<file path="src/rtl/regfile_pkg.sv">
// regfile_pkg: shared defaults and select-code helpers for the 2R1W register file
package regfile_pkg;
  localparam int DEF_DATA_W   = 16;
  localparam int DEF_NUM_REGS = 16;
  localparam int SEL_ZERO     = 0;
  function automatic logic sel_in_range(input int unsigned sel, input int unsigned n);
    return sel != SEL_ZERO && sel <= n;
  endfunction
  function automatic int sel_width(input int n);
    return $clog2(n + 1);
  endfunction
endpackage

</file>
<file path="src/rtl/regfile_read_port.sv">
// regfile_read_port: select decode, write bypass and optional output register for one read port
module regfile_read_port import regfile_pkg::*; #(
  parameter int DATA_W   = DEF_DATA_W,
  parameter int NUM_REGS = DEF_NUM_REGS,
  parameter int SEL_W    = sel_width(NUM_REGS),
  parameter int BYPASS   = 1,
  parameter int READ_LAT = 0
) (
  input  logic              clk,
  input  logic              reset,
  input  logic [SEL_W-1:0]  i_sel,
  input  logic [DATA_W-1:0] i_regs [NUM_REGS],
  input  logic              i_wr_act,
  input  logic [SEL_W-1:0]  i_wr_sel,
  input  logic [DATA_W-1:0] i_wr_data,
  output logic [DATA_W-1:0] o_data,
  output logic              o_err
);
  localparam logic [SEL_W-1:0] MAX_SEL = SEL_W'(NUM_REGS);
  logic [DATA_W-1:0] w_dec, w_val, r_data;
  logic              w_byp;
  // code 0 and out-of-range codes match no register and fall through to zero
  always_comb begin
    w_dec = '0;
    for (int k = 0; k < NUM_REGS; k++)
      if (i_sel == SEL_W'(k + 1)) w_dec = i_regs[k];
  end
  assign w_byp = BYPASS != 0 && i_wr_act && i_wr_sel == i_sel;
  assign w_val = w_byp ? i_wr_data : w_dec;
  assign o_err = i_sel > MAX_SEL;
  always_ff @(posedge clk or posedge reset)
    if (reset) r_data <= '0;
    else       r_data <= w_val;
  assign o_data = READ_LAT != 0 ? r_data : w_val;
endmodule

</file>
<file path="src/rtl/regfile_2r1w.sv">
// regfile_2r1w: NUM_REGS x DATA_W register file, two read ports, one write port, sticky select error
module regfile_2r1w import regfile_pkg::*; #(
  parameter int DATA_W   = DEF_DATA_W,
  parameter int NUM_REGS = DEF_NUM_REGS,
  parameter int SEL_W    = sel_width(NUM_REGS),
  parameter int BYPASS   = 1,
  parameter int READ_LAT = 0
) (
  input  logic              clk,
  input  logic              reset,
  input  logic              wr_en,
  input  logic [SEL_W-1:0]  wr_sel,
  input  logic [DATA_W-1:0] wr_data,
  input  logic [SEL_W-1:0]  rd_sel_a,
  input  logic [SEL_W-1:0]  rd_sel_b,
  output logic [DATA_W-1:0] rd_data_a,
  output logic [DATA_W-1:0] rd_data_b,
  output logic              sel_err,
  input  logic              err_clr
);
  localparam logic [SEL_W-1:0] MAX_SEL = SEL_W'(NUM_REGS);
  logic [DATA_W-1:0] r_regs [NUM_REGS];
  logic              r_sel_err, w_wr_act, w_err_a, w_err_b, w_err_set;
  // reset also suppresses forwarding so combinational reads show cleared storage
  assign w_wr_act  = wr_en && !reset && sel_in_range(32'(wr_sel), NUM_REGS);
  assign w_err_set = (wr_en && wr_sel > MAX_SEL) || w_err_a || w_err_b;
  always_ff @(posedge clk or posedge reset)
    if (reset)
      for (int k = 0; k < NUM_REGS; k++) r_regs[k] <= '0;
    else
      for (int k = 0; k < NUM_REGS; k++)
        if (w_wr_act && wr_sel == SEL_W'(k + 1)) r_regs[k] <= wr_data;
  always_ff @(posedge clk or posedge reset)
    if (reset) r_sel_err <= 1'b0;
    else       r_sel_err <= w_err_set ? 1'b1 : err_clr ? 1'b0 : r_sel_err;
  assign sel_err = r_sel_err;
  regfile_read_port #(.DATA_W(DATA_W), .NUM_REGS(NUM_REGS), .SEL_W(SEL_W),
                      .BYPASS(BYPASS), .READ_LAT(READ_LAT)) u_port_a (
    .clk(clk), .reset(reset), .i_sel(rd_sel_a), .i_regs(r_regs), .i_wr_act(w_wr_act),
    .i_wr_sel(wr_sel), .i_wr_data(wr_data), .o_data(rd_data_a), .o_err(w_err_a)
  );
  regfile_read_port #(.DATA_W(DATA_W), .NUM_REGS(NUM_REGS), .SEL_W(SEL_W),
                      .BYPASS(BYPASS), .READ_LAT(READ_LAT)) u_port_b (
    .clk(clk), .reset(reset), .i_sel(rd_sel_b), .i_regs(r_regs), .i_wr_act(w_wr_act),
    .i_wr_sel(wr_sel), .i_wr_data(wr_data), .o_data(rd_data_b), .o_err(w_err_b)
  );
endmodule

</file>
<file path="config.mk">
export PLATFORM = sky130hd
export DESIGN_NAME = regfile_2r1w
export DESIGN_NICKNAME = d
export VERILOG_FILES = /design/src/rtl/regfile_pkg.sv /design/src/rtl/regfile_read_port.sv /design/src/rtl/regfile_2r1w.sv
export SDC_FILE = /design/constraint.sdc
export NUM_CORES = 1
export LEC_CHECK = 0
export BUFFER_PORTS_ARGS = -buffer_cell sky130_fd_sc_hd__buf_2
export CELL_PAD_IN_SITES_DETAIL_PLACEMENT = 1
export CELL_PAD_IN_SITES_GLOBAL_PLACEMENT = 2
export CORE_UTILIZATION = 41
export CTS_CLUSTER_DIAMETER = 100
export CTS_CLUSTER_SIZE = 30
export DETAILED_ROUTE_END_ITERATION = 7
export GPL_TIMING_DRIVEN = 0
export PLACE_DENSITY_LB_ADDON = 0.1
export SYNTH_ARGS = -nofsm -noshare
export SYNTH_HDL_FRONTEND = slang
export SYNTH_SLANG_ARGS = --single-unit
</file>
<file path="constraint.sdc">
create_clock -name clk -period 8.5 [get_ports clk]
set_input_delay 0.85 -clock clk [delete_from_list [all_inputs] [get_ports clk]]
set_output_delay 0.85 -clock clk [all_outputs]
set_load 0.05 [all_outputs]
</file>
==> run metrics <==
status=finished with violations; failing checks=capacitance limit, slew limit; Synth warnings=0; Cell Chain, Critical Path=buf_2 > clkbuf_1 > nor3b_2 > nand2_1 > a21oi_1 > a211oi_1 > a2111oi_0 > o311ai_1 > buf_2; Port Buffer Count=55; Slew Limit Fails=9; post-synthesis cell count=~1500; postcts setup bufs=0; Initial Util=around two fifths; Synth top area share=between 40% and 50%; fin nets=~1600; Ant. Diodes=0; Hold Slack=~230 ps; RePlAce Congestion=between 0.9 and 1; Antenna Violating Nets Remaining=0; Final HPWL DP=a little under 60000 microns; MaxCap Viol Count=1; FF+latch count, synth=~260; crit share post-route=about two thirds; clk_lat worst skew=between 500 and 600 ps; clock root buffer=clkbuf_16; Site Rows=70; ys flop type=dfrtp_1; Routed wire per std cell=~39 microns; most common cell in the netlist=mux2_2; syn_nets=between 1500 and 2000; # hold bufs at CTS=0; crit-path leading delay family=compound AO/OA/AOI/OAI gates; CP startpoint kind=primary input; H-tree depth=1; CP bufs+invs=3; Layout area overhead=9.53%; vias per cell=approximately 7.0; ys async rst share=100%; crit path kind=primary input to output pin; RSZ-0062 raised after global routing=no; CTS tree=yes; leakage=7.61 nW; Slew @ Worst Pin=1540 ps; die width=~200 microns; CTS Sinks=257; TritonCTS buffer count=15; GRT Overall Usage=roughly 43%; maximum VDD drop=approximately 0.00021 V; HP Class=primary input to asynchronous set/reset pin; Final setup viols=0; Reg clk slew, reported paths=between 100 and 150 ps; initial antenna violation count=2; starting DRC count in detailed routing=~1800; Crit-path slowest cell=a2111oi_0; die height=roughly 200 microns; fillcell total=4168; Final Hold Vio Count=0; Avg Inst Size Synth=just over 10 sq um; die footprint=0.0385 sq mm; final worst clock skew=0 ps; worst r2r src=r_regs[170]$_DFFE_PP0P_; most frequent cells after synthesis=267 x mux2_2, 257 x dfrtp_1, 98 x o21ai_0; share of cells above drive strength 1=between 20 and 30%; core area=0.0369 sq mm; crit-path max cell delay=~960 ps; largest net degree at the start of global routing=~130; crit-path max FO=10; leading area contributor after synthesis=dfrtp_1; post_cts resized=0; Netlist cell types=between 80 and 90; Post-synth EDFFs=0; via count=between 10000 and 15000; ranking of synthesized cells by area=dfrtp_1 42%, mux2_2 19%, o21ai_0 3.2%, a21oi_1 3.0%, nand2_1 2.3%; Worst setup EP type=output pin; fmax=177 MHz; cell repeated most along the worst path=buf_2; vias in the first global route=roughly 15000; clk buf depth=3; P per Cell Area=around 170 mW/mm^2; Netlist Area Pre-Place=around 0.015 sq mm; io pins=68; CP arrival=4810 ps; Post-Route WL=roughly 82000 microns; drt pass-1 iters=7; worst path required time=about 7700 ps; DR DRC count=0; setup_tns=0 ps; total gr overflow=0; CP startpoint=rd_sel_b[4]; Worst slew margin=-3.29%; first-pass GRT wire length=115000 microns; fin crit period=between 5000 and 6000 ps; sequential fraction of the synthesis area=between 40% and 50%
==> final timing paths <==
check                                               end  slack [ps]  cells past startpoint
worst max-delay path                       rd_data_b[9]        2840                      9
worst min-delay path             r_regs[60]$_DFFE_PP0P_         230                      2
worst max register to register  r_regs[170]$_DFFE_PP0P_        7590                      1
worst min register to register  r_regs[246]$_DFFE_PP0P_         530                      1
max in group asynchronous       r_regs[216]$_DFFE_PP0P_        6770                      4
min in group clk                r_regs[246]$_DFFE_PP0P_         530                      1
==> registers in the layout (all words and copies together), names as in the netlist <==
register	count
r_regs	256
sel_err	1
==> power by group <==
group | switching, W | internal (W) | total, W
Clock | 0.000508 | 0.000379 | 0.000887
Sequential | 0.000105 | 0.00133 | 0.00143
Combinational | 0.000387 | 0.000193 | 0.000580
==> per-stage QoR <==
stage	std cells	utilization (%)	setup WS, ps	total power [W]	instance area (sq um)
global placement	2090	44.4	-3750	0.00199	16400
global route	2116	45.9	3120	0.00296	16900
detailed placement	2092	44.5	2990	0.00201	16400
floorplan	1531	-	86.5	0.00176	15500
finish	2116	45.9	2840	0.00290	16900
CTS	2116	45.9	2980	0.00288	16900
==> cells in the final DEF, fill, tap and decap left out, types with 12 or more instances in the layout <==
master	synthesis	routed
o22ai_1	54	54
nand2b_1	14	14
clkbuf_1	71	71
inv_1	24	23
mux2_2	267	267
a221oi_1	25	25
nor2b_1	25	24
dfrtp_1	257	257
nor3_1	26	26
o21ai_0	98	98
buf_2	51	106
and3_1	14	14
mux2i_1	31	31
clkbuf_16	0	15
a211oi_1	18	18
o32ai_1	12	12
nor2_1	91	91
or3_1	12	12
nand2_1	95	95
nand3_1	19	19
a21oi_1	93	93
a22oi_1	15	15
==> per-layer routing <==
layer	track usage, %	up-vias	routed length, microns
li1	-	5922	-
met1	57.0	7673	33300
met2	65.1	921	35600
met3	9.32	253	7810
met4	24.8	2	5680
met5	0	-	11
==> logic make-up (layout without fill, tap and decap cells) <==
family,Yosys count,in the layout,share of synthesized area [%]
mux,302,302,22.0
simple gates,350,350,11.4
flops,257,257,41.6
fa+ha+maj,2,2,0.162
xor+xnor,10,10,0.567
buf+inv,159,240,4.44
compound gates,451,451,19.8
==> cell type report <==
| type | count | area, sq um | area share, % |
|---|---|---|---|
| Timing Repair Buffer | 57 | 330 | 1.95 |
| Tap cell | 504 | 631 | 3.72 |
| Clock buffer | 15 | 375 | 2.22 |
| Sequential cell | 257 | 6430 | 38.0 |
| Buffer | 134 | 593 | 3.50 |
| Multi-Input combinational cell | 1115 | 8340 | 49.3 |
| Inverter | 25 | 101 | 0.599 |
| Clock inverter | 9 | 126 | 0.746 |
(Power assumes the default switching activity.)
